`src/rtl/emu_host_xactor.sv`:
```
// Host-side co-emulation transactor: host byte stream -> wrapper stimulus array, one DUT clock, readback -> host.
// Optional EMU_HOST_CHKSUM_EN appends an XOR checksum byte after the output bytes of each vector.
module emu_host_xactor #(
    parameter int NUM_STIM = 3,
    parameter int NUM_OUT  = 2,
    parameter int CLK_HALF = 2
) (
    input  logic       clk_emu,
    input  logic       rst_emu,
    input  logic [7:0] rx_data,
    input  logic       rx_valid,
    output logic       rx_ready,
    output logic [7:0] tx_data,
    output logic       tx_valid,
    input  logic       tx_ready,
    output logic [7:0] Din_emu,
    input  logic [7:0] Dout_emu,
    output logic [2:0] Addr_emu,
    output logic       load_emu,
    output logic       get_emu,
    output logic       clk_dut,
    output logic       busy
);

    localparam int            TW        = (CLK_HALF > 1) ? $clog2(CLK_HALF) : 1;
    localparam logic [TW-1:0] TMR_LOAD  = TW'(CLK_HALF - 1);
    localparam logic [2:0]    LAST_STIM = 3'(NUM_STIM - 1);
    localparam logic [2:0]    LAST_OUT  = 3'(NUM_OUT - 1);

    typedef enum logic [3:0] {
        RECV, WSET, LOAD, CLK_HI, CLK_LO, GET, RADDR, RCAP, SEND
`ifdef EMU_HOST_CHKSUM_EN
        , CHK
`endif
    } state_t;

    state_t        r_state, w_state;
    logic [2:0]    r_idx, w_idx;
    logic [2:0]    w_nxt;
    logic [TW-1:0] r_tmr, w_tmr;
    logic [7:0]    r_shadow [0:7];
    logic          w_shadow_we;
    logic          r_rx_ready, w_rx_ready;
    logic [7:0]    r_tx_data, w_tx_data;
    logic          r_tx_valid, w_tx_valid;
    logic [7:0]    r_din, w_din;
    logic [2:0]    r_addr, w_addr;
    logic          r_load, w_load;
    logic          r_get, w_get;
    logic          r_clk_dut, w_clk_dut;
    logic          r_busy;
`ifdef EMU_HOST_CHKSUM_EN
    logic [7:0]    r_chk, w_chk;
`endif

    assign w_nxt = r_idx + 3'd1;

    // Addr_emu and Din_emu always move together so Din_emu == shadow[Addr_emu];
    // the wrapper's unconditional write then never corrupts its stimulus array.
    always_comb begin
        w_state     = r_state;
        w_idx       = r_idx;
        w_tmr       = r_tmr;
        w_shadow_we = 1'b0;
        w_rx_ready  = 1'b0;
        w_tx_data   = r_tx_data;
        w_tx_valid  = r_tx_valid;
        w_din       = r_din;
        w_addr      = r_addr;
        w_load      = 1'b0;
        w_get       = 1'b0;
        w_clk_dut   = 1'b0;
`ifdef EMU_HOST_CHKSUM_EN
        w_chk       = r_chk;
`endif
        case (r_state)
            RECV: begin
                w_rx_ready = 1'b1;
                if (rx_valid && r_rx_ready) begin
                    w_shadow_we = 1'b1;
                    w_din       = rx_data;
                    w_addr      = r_idx;
                    if (r_idx == LAST_STIM) begin
                        w_rx_ready = 1'b0;
                        w_idx      = 3'd0;
                        w_state    = WSET;
                    end else begin
                        w_idx = w_nxt;
                    end
                end
            end
            WSET: begin
                w_load  = 1'b1;
                w_state = LOAD;
            end
            LOAD: begin
                w_clk_dut = 1'b1;
                w_tmr     = TMR_LOAD;
                w_state   = CLK_HI;
            end
            CLK_HI: begin
                if (r_tmr == '0) begin
                    w_tmr   = TMR_LOAD;
                    w_state = CLK_LO;
                end else begin
                    w_clk_dut = 1'b1;
                    w_tmr     = r_tmr - 1'b1;
                end
            end
            CLK_LO: begin
                if (r_tmr == '0) begin
                    w_get   = 1'b1;
                    w_state = GET;
                end else begin
                    w_tmr = r_tmr - 1'b1;
                end
            end
            GET: begin
                w_idx   = 3'd0;
                w_addr  = 3'd0;
                w_din   = r_shadow[0];
`ifdef EMU_HOST_CHKSUM_EN
                w_chk   = 8'h00;
`endif
                w_state = RADDR;
            end
            RADDR: w_state = RCAP;
            RCAP: begin
                w_tx_data  = Dout_emu;
                w_tx_valid = 1'b1;
`ifdef EMU_HOST_CHKSUM_EN
                w_chk      = r_chk ^ Dout_emu;
`endif
                w_state    = SEND;
            end
            SEND: begin
                if (tx_ready) begin
                    w_tx_valid = 1'b0;
                    if (r_idx == LAST_OUT) begin
                        w_idx = 3'd0;
`ifdef EMU_HOST_CHKSUM_EN
                        w_state = CHK;
`else
                        w_rx_ready = 1'b1;
                        w_state    = RECV;
`endif
                    end else begin
                        w_idx   = w_nxt;
                        w_addr  = w_nxt;
                        w_din   = r_shadow[w_nxt];
                        w_state = RADDR;
                    end
                end
            end
`ifdef EMU_HOST_CHKSUM_EN
            CHK: begin
                if (!r_tx_valid) begin
                    w_tx_valid = 1'b1;
                    w_tx_data  = r_chk;
                end else if (tx_ready) begin
                    w_tx_valid = 1'b0;
                    w_rx_ready = 1'b1;
                    w_state    = RECV;
                end
            end
`endif
            default: w_state = RECV;
        endcase
    end

    always_ff @(posedge clk_emu or posedge rst_emu) begin
        if (rst_emu) begin
            r_state    <= RECV;
            r_idx      <= 3'd0;
            r_tmr      <= '0;
            r_rx_ready <= 1'b0;
            r_tx_data  <= 8'h00;
            r_tx_valid <= 1'b0;
            r_din      <= 8'h00;
            r_addr     <= 3'd0;
            r_load     <= 1'b0;
            r_get      <= 1'b0;
            r_clk_dut  <= 1'b0;
            r_busy     <= 1'b0;
            for (int k = 0; k < 8; k++) r_shadow[k] <= 8'h00;
`ifdef EMU_HOST_CHKSUM_EN
            r_chk      <= 8'h00;
`endif
        end else begin
            r_state    <= w_state;
            r_idx      <= w_idx;
            r_tmr      <= w_tmr;
            r_rx_ready <= w_rx_ready;
            r_tx_data  <= w_tx_data;
            r_tx_valid <= w_tx_valid;
            r_din      <= w_din;
            r_addr     <= w_addr;
            r_load     <= w_load;
            r_get      <= w_get;
            r_clk_dut  <= w_clk_dut;
            r_busy     <= (w_state != RECV);
            if (w_shadow_we) r_shadow[r_idx] <= rx_data;
`ifdef EMU_HOST_CHKSUM_EN
            r_chk      <= w_chk;
`endif
        end
    end

    assign rx_ready = r_rx_ready;
    assign tx_data  = r_tx_data;
    assign tx_valid = r_tx_valid;
    assign Din_emu  = r_din;
    assign Addr_emu = r_addr;
    assign load_emu = r_load;
    assign get_emu  = r_get;
    assign clk_dut  = r_clk_dut;
    assign busy     = r_busy;

endmodule

```
`config.mk`:
```
export PLATFORM = sky130hd
export DESIGN_NAME = emu_host_xactor
export DESIGN_NICKNAME = d
export VERILOG_FILES = /design/src/rtl/emu_host_xactor.sv
export SDC_FILE = /design/constraint.sdc
export NUM_CORES = 1
export LEC_CHECK = 0
export BUFFER_PORTS_ARGS = -buffer_cell sky130_fd_sc_hd__buf_2
export CAP_MARGIN = 20
export CORE_MARGIN = 2
export CORE_UTILIZATION = 31
export CTS_CLUSTER_DIAMETER = 50
export DETAILED_ROUTE_END_ITERATION = 7
export PLACE_DENSITY_LB_ADDON = 0.15
export SLEW_MARGIN = 0
export SYNTH_ARGS = -nofsm -noshare
export SYNTH_HDL_FRONTEND = slang
export SYNTH_SLANG_ARGS = --single-unit
```
`constraint.sdc`:
```
create_clock -name clk_emu -period 5.7 [get_ports clk_emu]
set_clock_uncertainty 0.2 [all_clocks]
set_input_delay 1.14 -clock clk_emu [delete_from_list [all_inputs] [get_ports clk_emu]]
set_output_delay 1.14 -clock clk_emu [all_outputs]
set_load 0.02 [all_outputs]
```
==> metrics.txt, run 1 <==
result of the run=finished, final reports clean; DRC violation total after the first TritonRoute iteration=169; number of buffers created by CTS=9; nature of the critical path startpoint=flop; initial antenna violation count=0; cell count after synthesis=about 330; Detailed Route WL=~10,000 um; Tmin final=around 3.1 ns; share of the synthesized area in the top cell type=a little over half; Post-CTS Setup Inserts=0; Pre-antenna DRT Iters=4; leading post-synthesis cells by cell area=sky130_fd_sc_hd__dfrtp_1 (52%), sky130_fd_sc_hd__mux2_2 (19%), sky130_fd_sc_hd__mux4_2 (5.4%), sky130_fd_sc_hd__mux4_1 (2.8%), sky130_fd_sc_hd__nand2_1 (1.4%); global-route wire length before repair=about 17,000 um; number of vias after detailed routing=between 2,000 and 3,000; die height=126 um; worst hold slack=between 0.2 and 0.3 ns; count of antenna diodes in the layout=0; ranking of synthesized cells by instance count=sky130_fd_sc_hd__dfrtp_1 (97), sky130_fd_sc_hd__mux2_2 (78), sky130_fd_sc_hd__nand2_1 (17), sky130_fd_sc_hd__nor2_1 (17), sky130_fd_sc_hd__a21oi_1 (12); I/O pins=45; width of the chip=approximately 130 um; Ys Warns=0; number of DRC violations after detailed routing=0; number of maximum-capacitance violations=0; number of hold violations in the final report=0; number of global-route vias before repair=~2,900; cell area after technology mapping=4630 um^2; class of the most critical setup path=reg -> reg; required time of the critical path=around 5.7 ns; number of buffers on the longest clock path=2; aggregate global routing overflow=0; number of synthesized register bits=97; fraction of the cycle the final worst path needs=54.7%; Max Clk Rate=approximately 320 MHz; Setup Total Neg Slack=0 ns; Leakage Power=2.42 nW; global-route usage over all layers=about 14%; largest vdd supply drop=0.161 mV; TritonCTS clock tree=yes; Avg Cell Area, Syn=about 14 um^2; number of rows created at floorplan=44; count of final max-slew check failures=0; worst slew margin relative to its limit=31.2%; clock tree root driver cell=sky130_fd_sc_hd__clkbuf_16; largest fanout on the critical path=18; per-cell routed wire length=18.5 um; critical path capture point type=flop; detailed placer's ending HPWL=6560 um; type of the most critical hold path=reg -> reg; most instantiated flip-flop cell in the synthesis netlist=sky130_fd_sc_hd__dfrtp_1; clock transition at the registers of the reported paths=~0.070 ns; number of I/O port buffers=44; Clock Sink Count=97; clock network latency to the later pin of the worst-skew pair=0.35 ns; largest net degree at the start of global routing=approximately 70; post-synth top area cell=sky130_fd_sc_hd__dfrtp_1; post-synthesis cell type count=51; dominant cell by count in the synthesized netlist=sky130_fd_sc_hd__dfrtp_1; proportion of layout cells with a drive suffix above 1=a little under half; fraction of synthesis flops using an asynchronous set or reset pin=100%; Via density=just under 5; share of the yosys chip area belonging to registers=a little over half; setup repair after global routing missed its margin=no; data arrival time at the worst-slack endpoint=~3.1 ns; final-stage net count=around 400; starting utilization of the core area=31.8%; layout overhead on the synthesized area=14.7%; # H-tree levels=3; worst-margin pin slew=1.03 ns; pwr/cell area=529 nW/um^2; CTS resizes=0; final weighted congestion of routability-driven global placement=approximately 0.73; area of the die=between 15,000 and 20,000 um^2; endpoints failing setup=0; core region area=around 15,000 um^2; remaining antenna violation count after routing=0; Net Count, Synth=354; CTS Hold Bufs=0; Final Util=36.5%; count of flip-flops with a built-in enable after synthesis=0
-- cells in the final DEF, fill, tap and decap left out, types with 2 or more instances in the layout --
cell and count:
sky130_fd_sc_hd__dfrtp_1 97, sky130_fd_sc_hd__mux2_2 78, sky130_fd_sc_hd__buf_2 44, sky130_fd_sc_hd__nor2_1 17, sky130_fd_sc_hd__nand2_1 17, sky130_fd_sc_hd__a21oi_1 12, sky130_fd_sc_hd__mux4_2 11, sky130_fd_sc_hd__a31oi_1 9
sky130_fd_sc_hd__clkbuf_16 9, sky130_fd_sc_hd__a22oi_1 8, sky130_fd_sc_hd__inv_1 5, sky130_fd_sc_hd__mux4_1 5, sky130_fd_sc_hd__o21ai_0 4, sky130_fd_sc_hd__o21ai_1 3, sky130_fd_sc_hd__nand4b_1 3, sky130_fd_sc_hd__ha_1 3
sky130_fd_sc_hd__buf_4 3, sky130_fd_sc_hd__nor2_2 2, sky130_fd_sc_hd__nor3_4 2, sky130_fd_sc_hd__nand2b_1 2, sky130_fd_sc_hd__nand3_4 2, sky130_fd_sc_hd__mux2_1 2, sky130_fd_sc_hd__or4_1 2, sky130_fd_sc_hd__or3_1 2
sky130_fd_sc_hd__o31ai_1 2, sky130_fd_sc_hd__clkbuf_8 2
-- critical path: stages (launching register included) --
cell                      delay [ns]
sky130_fd_sc_hd__dfrtp_1        0.48
sky130_fd_sc_hd__inv_2          0.19
sky130_fd_sc_hd__ha_1           0.99
sky130_fd_sc_hd__mux4_1         0.65
sky130_fd_sc_hd__mux2_2         0.27
sky130_fd_sc_hd__nand2_1        0.06
sky130_fd_sc_hd__a31oi_1        0.07
-- cell families after synthesis --
kind of cell	Yosys count	share of synthesized area, %
AO/OA/AOI/OAI	45	6.33
XOR/XNOR	2	0.541
adder cells (fa/ha/maj)	3	0.811
buffers and inverters	24	2.84
flip-flops	97	52.4
multiplexers	96	27.7
AND/OR/NAND/NOR	64	9.38
-- per-stage QoR --
stage,power [mW],area [um^2],instances,setup WS (ns)
floorplan,1.95,4630,331,1.83
global placement,2.18,5000,545,2.63
detailed placement,2.21,5000,545,2.52
CTS,2.85,5310,561,2.51
global route,3.00,5310,561,2.35
finish,2.81,5310,561,2.58
-- flip-flops by register name (all words and copies together), names as in the netlist --
signal    cells
r_shadow     64
clk_dut       1
rx_ready      1
load_emu      1
get_emu       1
Din_emu       8
tx_data       8
r_state       4
r_tmr         1
r_idx         3
busy          1
Addr_emu      3
tx_valid      1
-- final timing paths --
check,end,start,cells past startpoint,slack (ns)
setup / recovery,Din_emu[5],r_idx[0],6,2.58
hold / removal,Addr_emu[2],Addr_emu[2],1,0.28
setup reg to reg,Din_emu[5],r_idx[0],6,2.58
hold reg to reg,Addr_emu[2],Addr_emu[2],1,0.28
max in group asynchronous,r_shadow[51],rst_emu,3,3.60
min in group asynchronous,r_shadow[60],rst_emu,2,0.79
-- where the power goes --
part           switching [mW]  internal, mW
combinational           0.502         0.532
sequential              0.206         0.933
clock                   0.271         0.365
total                   0.979          1.83
-- routing by layer --
| metal | vias to the layer above | global-route usage (%) | routed length, um |
|---|---|---|---|
| li1 | 1321 | - | - |
| met1 | 1414 | 19.7 | 5120 |
| met2 | 39 | 21.2 | 4810 |
| met3 | 11 | 3.14 | 300 |
| met4 | 0 | 4.78 | 139 |
| met5 | - | 0 | 0 |
-- final cells by class --
type	instances	area (um^2)
fill	1444	9230
clock inverter	4	51.3
sequential	97	2430
multi-input combinational	210	2070
timing repair buffer	47	243
inverter	7	28.8
tap	184	230
clock buffer	12	256
No activity file was read; power rests on OpenSTA's default activity.
==> run 2, diff against run 1 <==
--- a/config.mk
+++ b/config.mk
@@ -5,6 +5,7 @@
 export SDC_FILE = /design/constraint.sdc
 export NUM_CORES = 1
 export LEC_CHECK = 0
+export ABC_AREA = 1
 export BUFFER_PORTS_ARGS = -buffer_cell sky130_fd_sc_hd__buf_2
 export CAP_MARGIN = 20
 export CORE_MARGIN = 2
==> constraint.sdc (replaced) <==
create_clock -name clk_emu -period 2.9 [get_ports clk_emu]
set_clock_uncertainty 0.2 [all_clocks]
set_input_delay 0.58 -clock clk_emu [delete_from_list [all_inputs] [get_ports clk_emu]]
set_output_delay 0.58 -clock clk_emu [all_outputs]
set_load 0.02 [all_outputs]
==> run 2 against run 1 <==
  * Die area is essentially flat
  * Combinational power grew 98%
  * Utilization grew 0.095 points
  * Design area grew 0.26%
  * Cell count grew 48%
  * Sequential share of layout area shrank 0.12 points
  * Highest routed layer unchanged
  * Sequential power grew 78%
  * Hold slack lost 0.16 ns
  * Critical path type unchanged
==> metrics.txt, run 2 <==
result of the run=finished, final reports clean; internal portion of total power=3.00 mW (+64%); count of final max-slew check failures=0 (unchanged); # H-tree levels=3 (unchanged); dominant cell by count in the synthesized netlist=sky130_fd_sc_hd__nand2_1; fraction of power consumed by sequential logic=39.2% (-1.3 points); most instantiated flip-flop cell in the synthesis netlist=sky130_fd_sc_hd__dfrtp_1; Max Clk Rate=379 MHz (+18%); number of global-route vias before repair=3,882 (+33%); Leakage Power=2.60 nW (+7.3%); fraction of the cycle the final worst path needs=90.9% (+36 points); dominant delay contributor by cell family on the critical path=simple AND/OR/NAND/NOR gates; starting utilization of the core area=31.8% (about the same); initial antenna violation count=0 (unchanged); leading post-synthesis cells by cell area=sky130_fd_sc_hd__dfrtp_1 (52%), sky130_fd_sc_hd__nand2_1 (19%), sky130_fd_sc_hd__o21ai_0 (6.1%), sky130_fd_sc_hd__nand3_1 (5.0%), sky130_fd_sc_hd__inv_1 (3.5%); die height=126 um (about the same); Top reg by flops=r_shadow; TritonCTS clock tree=yes; switching share of power=42.1% (+7.2 points); largest net degree at the start of global routing=47 (-35%); required time of the critical path=2.99 ns (-2.69 ns); number of DRC violations after detailed routing=0 (unchanged); most common cell after layout, fill and taps aside=sky130_fd_sc_hd__nand2_1; share of the yosys chip area belonging to registers=52.5% (about the same); setup repair after global routing missed its margin=no; Net Count, Synth=626 (+77%); core region area=14,500 um^2 (unchanged); largest vdd supply drop=0.366 mV (+130%); slowest cell on the critical path=sky130_fd_sc_hd__dfrtp_1; count of flip-flops with a built-in enable after synthesis=0 (unchanged); per-cell routed wire length=14.8 um (-20%); layout overhead on the synthesized area=15.0%; most frequent CP cell=sky130_fd_sc_hd__nand2_1; Via density=4.82 (-2.9%); worst slew margin relative to its limit=55.0% (+24 points); data arrival time at the worst-slack endpoint=2.73 ns (-0.36 ns); slowest cell delay on critical path=0.45 ns (-0.54 ns); critical path capture point type=flop; area of the die=15,900 um^2 (about the same); number of buffers and inverters on the critical path=0 (-1); number of vias after detailed routing=4,012 (+44%); number of maximum-capacitance violations=0 (unchanged); count of antenna diodes in the layout=0 (unchanged); number of cells in the finished layout apart from fillers=832 (+48%); flip-flop count of the largest register after layout=64 (unchanged); DRC violation total after the first TritonRoute iteration=297 (+76%); global-route wire length before repair=21,100 um (+25%); fraction of synthesis flops using an asynchronous set or reset pin=100% (unchanged); Detailed Route WL=12,300 um (+19%); relative contribution of the clock network to total power=21.4% (-1.2 points); combinational cell fraction of total power=39.4% (+2.6 points); Avg Cell Area, Syn=7.67 um^2 (-45%); Clock Sink Count=97 (unchanged); total chip power=5.18 mW (+84%); length in cells of the worst reg-to-reg path=7 (+1); cell area after technology mapping=4630 um^2 (about the same); Sw Pwr=2.18 mW (+120%); width of the chip=126 um (about the same); final weighted congestion of routability-driven global placement=0.837 (+14%); CTS Hold Bufs=0 (unchanged); remaining antenna violation count after routing=0 (unchanged); detailed placer's ending HPWL=8600 um (+31%); type of the most critical hold path=in -> async; number of cells on the critical path=7 (+1); number of buffers created by CTS=9 (unchanged); ranking of synthesized cells by instance count=sky130_fd_sc_hd__nand2_1 (233), sky130_fd_sc_hd__dfrtp_1 (97), sky130_fd_sc_hd__o21ai_0 (56); share of the synthesized area in the top cell type=52.5% (about the same); number of I/O port buffers=44 (unchanged); I/O pins=45 (unchanged); Pre-antenna DRT Iters=7 (+3); Tmin final=2.64 ns (-0.479 ns); most frequent cells in the layout=sky130_fd_sc_hd__nand2_1 (233), sky130_fd_sc_hd__dfrtp_1 (97), sky130_fd_sc_hd__o21ai_0 (56); clock transition at the registers of the reported paths=0.07 ns (about the same); cell chain of the critical path=nor2_2, nand2_2, nand2_1, o21ai_2, nor2_2, nand2_1, nand2_1; proportion of layout cells with a drive suffix above 1=12.7% (-33 points); clock network latency to the later pin of the worst-skew pair=0.34 ns (about the same); worst-margin pin slew=0.674 ns (-0.357 ns); aggregate global routing overflow=0 (unchanged); number of hold violations in the final report=0 (unchanged); number of synthesized register bits=97 (unchanged); largest fanout on the critical path=16 (-2); nature of the critical path startpoint=flop; number of buffers on the longest clock path=2 (unchanged); cell count after synthesis=603 (+82%); class of the most critical setup path=reg -> reg; Ys Warns=0 (unchanged); placed cell count=816 (+50%); pwr/cell area=973 nW/um^2 (+84%); post-synthesis cell type count=24 (-53%); endpoints failing setup=0 (unchanged); final-stage net count=666 (+69%); clock tree root driver cell=sky130_fd_sc_hd__clkbuf_16; post-synth top area cell=sky130_fd_sc_hd__dfrtp_1; number of rows created at floorplan=44 (unchanged); global-route usage over all layers=16.6% (+2.7 points)
[run 2: changes by cell type after synthesis, sizes merged, moves of 28 or more]
cell | previous run | this run
nand3 | 3 | 50
inv | 7 | 43
nand2 | 19 | 236
nor2 | 19 | 47
mux2 | 80 | 0
o21ai | 7 | 89
[run 2: layer usage]
metal  global-route usage, %  vias to the layer above  wire (um)
met3                    3.06                       12        754
met5                       0                        -          0
met4                    6.08                        0        167
li1                        -                     1997          -
met2                    24.2                      120       5330
met1                    24.6                     1883       6080
[run 2: area by class of cell]
| cell class | count | area [um^2] |
|---|---|---|
| inverters | 46 | 176 |
| clock inverters | 4 | 28.8 |
| fillers | 1569 | 9210 |
| multi-input cells | 437 | 1930 |
| repair buffers | 52 | 293 |
| clock buffers | 12 | 236 |
| well taps | 184 | 230 |
| flip-flops and latches | 97 | 2430 |
[run 2: kinds of logic after synthesis]
| group | Yosys count | share of synthesized area (%) |
|---|---|---|
| simple gates | 339 | 30.3 |
| flops | 97 | 52.5 |
| compound gates | 95 | 10.5 |
| buf+inv | 69 | 5.90 |
| fa+ha+maj | 3 | 0.812 |
[run 2: stage by stage]
| stage | util (%) | setup slack [ns] | setup TNS [ns] | hold WS, ns | instance area [um^2] |
|---|---|---|---|---|---|
| floorplan | - | 0.519 | 0 | 0.248 | 4630 |
| global placement | 34.8 | -0.0108 | -0.0121 | 0.258 | 5050 |
| detailed placement | 34.8 | 0.00108 | 0 | 0.260 | 5050 |
| CTS | 36.6 | 0.236 | 0 | 0.150 | 5320 |
| global route | 36.6 | 0.0407 | 0 | 0.182 | 5320 |
| finish | 36.6 | 0.263 | 0 | 0.129 | 5320 |
[run 2: power groups by stage]
| stage | Combinational [mW] | Clock, mW | Sequential (mW) |
|---|---|---|---|
| 6_report | 2.04 | 1.11 | 2.03 |
| 5_1_grt | 2.34 | 1.19 | 2.09 |
| 4_1_cts | 2.05 | 1.13 | 2.03 |
| 3_5_place_dp | 2.05 | 0 | 2.05 |
| 3_3_place_gp | 2.04 | 0 | 2.04 |
| 2_1_floorplan | 1.29 | 0 | 2.17 |
[run 2: repair_timing]
| action | in CTS | in global routing |
|---|---|---|
| gates resized for setup | 1 | 0 |
| setup endpoints to repair | 1 | 0 |
| buffers inserted | 0 | 0 |
[run 2: path summary, 6_finish.rpt]
kind | startpoint | to | slack (ns)
max in group asynchronous | rst_emu | r_shadow[60] | 1.73
setup reg to reg | r_state[3] | Addr_emu[2] | 0.26
min in group clk_emu | Dout_emu[5] | tx_data[5] | 0.22
setup / recovery | r_state[3] | Addr_emu[2] | 0.26
hold / removal | rst_emu | r_shadow[30] | 0.13
hold reg to reg | tx_data[6] | tx_data[6] | 0.28
[run 2: worst reg2reg max path, cell delays in order, from the launching register on]
cell and delay, ns:
sky130_fd_sc_hd__dfrtp_1 0.45, sky130_fd_sc_hd__nor2_2 0.37, sky130_fd_sc_hd__nand2_2 0.24, sky130_fd_sc_hd__nand2_1 0.38, sky130_fd_sc_hd__o21ai_2 0.29, sky130_fd_sc_hd__nor2_2 0.45, sky130_fd_sc_hd__nand2_1 0.13, sky130_fd_sc_hd__nand2_1 0.09
==> run 3, diff against run 2 <==
--- a/config.mk
+++ b/config.mk
@@ -13,6 +13,7 @@
 export CTS_CLUSTER_DIAMETER = 50
 export DETAILED_ROUTE_END_ITERATION = 7
 export PLACE_DENSITY_LB_ADDON = 0.15
+export REMOVE_ABC_BUFFERS = 1
 export SLEW_MARGIN = 0
 export SYNTH_ARGS = -nofsm -noshare
 export SYNTH_HDL_FRONTEND = slang
==> run 3 against run 2 <==
  * Cell count up 0.24%
  * Non-clock buffer count up 2
  * Sequential power about the same
  * Hold slack better by 0.052 ns
  * Sequential cell count unchanged
  * Count of clock-buffer cells in the layout down 1
  * Power up 4.1%
  * Maximum frequency up 6.1%
  * Global-route usage up 0.85 points
  * First-iteration DRC count down 6.1%
  * Largest power group unchanged
==> metrics.txt, run 3 (synthesis gave the netlist of run 2 again) <==
result of the run=finished, final reports clean; Setup Total Neg Slack=0 ns (unchanged); clock network latency to the later pin of the worst-skew pair=0.35 ns (about the same); flip-flop count of the largest register after layout=64 (unchanged); worst-margin pin slew=0.799 ns (+0.125 ns); area of the die=15,900 um^2 (unchanged); global-route usage over all layers=17.5% (+0.85 points); per-cell routed wire length=15.7 um (+5.8%); largest fanout on the critical path=11 (-5); width of the chip=126 um (unchanged); setup repair after global routing missed its margin=no; Clock Sink Count=97 (unchanged); Via density=4.91 (+1.8%); clock transition at the registers of the reported paths=0.07 ns (about the same); Tmin final=2.49 ns (-0.152 ns); die height=126 um (unchanged); worst setup margin=0.415 ns (+0.152 ns); count of final max-slew check failures=0 (unchanged); Top reg by flops=r_shadow; number of maximum-capacitance violations=0 (unchanged); core region area=14,500 um^2 (unchanged); number of rows created at floorplan=44 (unchanged); TritonCTS clock tree=yes; final-stage net count=668 (+0.30%); nature of the critical path startpoint=flop; number of hold violations in the final report=0 (unchanged); largest net degree at the start of global routing=63 (+34%); count of antenna diodes in the layout=0 (unchanged); most frequent CP cell=sky130_fd_sc_hd__nand2_1; number of buffers created by CTS=9 (unchanged); cell chain of the critical path=nor2_2, nand2_2, nand2_1, o21ai_2, nor2_2, nand2_1, nand2_1; slowest cell delay on critical path=0.46 ns (about the same); Final Util=37.0% (+0.40 points); layout overhead on the synthesized area=16.3%; endpoints failing setup=0 (unchanged); Pre-antenna DRT Iters=5 (-2); Leakage Power=2.64 nW (+1.7%); remaining antenna violation count after routing=0 (unchanged); most frequent cells in the layout=sky130_fd_sc_hd__nand2_1 (233), sky130_fd_sc_hd__dfrtp_1 (97), sky130_fd_sc_hd__o21ai_0 (56); starting utilization of the core area=31.8% (unchanged); required time of the critical path=3.00 ns (about the same); number of buffers and inverters on the critical path=0 (unchanged); Post-CTS Setup Inserts=0 (unchanged); number of global-route vias before repair=4,002 (+3.1%); data arrival time at the worst-slack endpoint=2.58 ns (-0.15 ns); proportion of layout cells with a drive suffix above 1=13.2% (+0.58 points); largest vdd supply drop=0.362 mV (-1.1%); pwr/cell area=1000 nW/um^2 (+2.9%); clock tree root driver cell=sky130_fd_sc_hd__clkbuf_16; number of buffers on the longest clock path=2 (unchanged); I/O pins=45 (unchanged); global-route wire length before repair=21,500 um (+2.1%); layout filler cell count=1,516 (-3.4%); number of cells in the finished layout apart from fillers=834 (+0.24%); worst slew margin relative to its limit=46.7% (-8.3 points); class of the most critical setup path=reg -> reg; Detailed Route WL=13,100 um (+6.1%); CTS Hold Bufs=0 (unchanged); dominant delay contributor by cell family on the critical path=simple AND/OR/NAND/NOR gates; DRC violation total after the first TritonRoute iteration=279 (-6.1%); detailed placer's ending HPWL=8530 um (-0.78%); # H-tree levels=3 (unchanged); final weighted congestion of routability-driven global placement=0.869 (+3.8%); placed cell count=818 (+0.25%); aggregate global routing overflow=0 (unchanged); slowest cell on the critical path=sky130_fd_sc_hd__dfrtp_1; critical path capture point type=flop; Max Clk Rate=402 MHz (+6.1%); pre-CTS setup slack=0.218 ns (+0.217 ns); total chip power=5.39 mW (+4.1%); initial antenna violation count=0 (unchanged); number of DRC violations after detailed routing=0 (unchanged); number of I/O port buffers=44 (unchanged); fraction of the cycle the final worst path needs=85.7% (-5.2 points); most common cell after layout, fill and taps aside=sky130_fd_sc_hd__nand2_1; number of vias after detailed routing=4,096 (+2.1%); type of the most critical hold path=in -> async
-- run 3: cell count changes in the layout (fill, tap and decap cells not counted) --
cell                         delta
sky130_fd_sc_hd__clkinv_2       +1
sky130_fd_sc_hd__clkinvlp_4     -3
sky130_fd_sc_hd__bufinv_16      +2
sky130_fd_sc_hd__clkbuf_8       +1
sky130_fd_sc_hd__clkbuf_1       -2
sky130_fd_sc_hd__inv_6          -1
sky130_fd_sc_hd__clkinv_4       +1
sky130_fd_sc_hd__buf_12         -1
sky130_fd_sc_hd__inv_4          +1
sky130_fd_sc_hd__buf_4          +3
-- run 3: worst register-to-register path, delay by kind of cell, from the launching register on --
family             cells  cell delay (ns)
AOI/OAI and AO/OA      1             0.11
and+or+nand+nor        6             1.67
DFF                    1             0.46
-- run 3: layout make-up --
class | count | area (um^2) | area share, %
well taps | 184 | 230 | 4.28
inverters | 46 | 175 | 3.26
clock inverters | 5 | 78.8 | 1.47
flip-flops and latches | 97 | 2430 | 45.1
repair buffers | 54 | 295 | 5.49
clock buffers | 11 | 243 | 4.51
multi-input cells | 437 | 1930 | 35.9
-- run 3: worst paths after layout --
check	slack, ns	cells after the start	end	from
worst max register to register	0.41	7	Din_emu[0]	r_state[3]
worst min-delay path	0.18	2	r_state[0]	rst_emu
min in group clk_emu	0.23	3	tx_data[7]	Dout_emu[7]
max in group asynchronous	1.62	3	r_shadow[26]	rst_emu
worst max-delay path	0.41	7	Din_emu[0]	r_state[3]
worst min register to register	0.28	2	tx_data[1]	tx_data[1]
-- run 3: metrics by stage --
step	cell area, um^2	hold WS, ns
floorplan	4530	0.248
global placement	5050	0.260
detailed placement	5050	0.264
CTS	5380	0.212
global route	5380	0.224
finish	5380	0.181
-- run 3: routing by layer --
| metal | share of wire, % | track usage [%] | wire, um |
|---|---|---|---|
| met4 | 2.2 | 5.82 | 284 |
| met5 | 0 | 0 | 0 |
| met1 | 46 | 23.1 | 5960 |
| met3 | 6.9 | 5.44 | 908 |
| met2 | 45 | 27.3 | 5930 |
-- run 3: power by group --
group	total (mW)	leakage, nW	switching (mW)	internal [mW]
clock	1.30	0.159	0.525	0.779
sequential	2.03	1.29	0.273	1.76
combinational	2.05	1.20	1.40	0.651
total	5.39	2.64	2.20	3.19
-- run 3: timing repair --
| action | in CTS | in global routing |
|---|---|---|
| endpoints found under the setup margin | 0 | 11 |
| endpoints found under the hold margin | 0 | 0 |
| gates resized for setup | 0 | 1 |
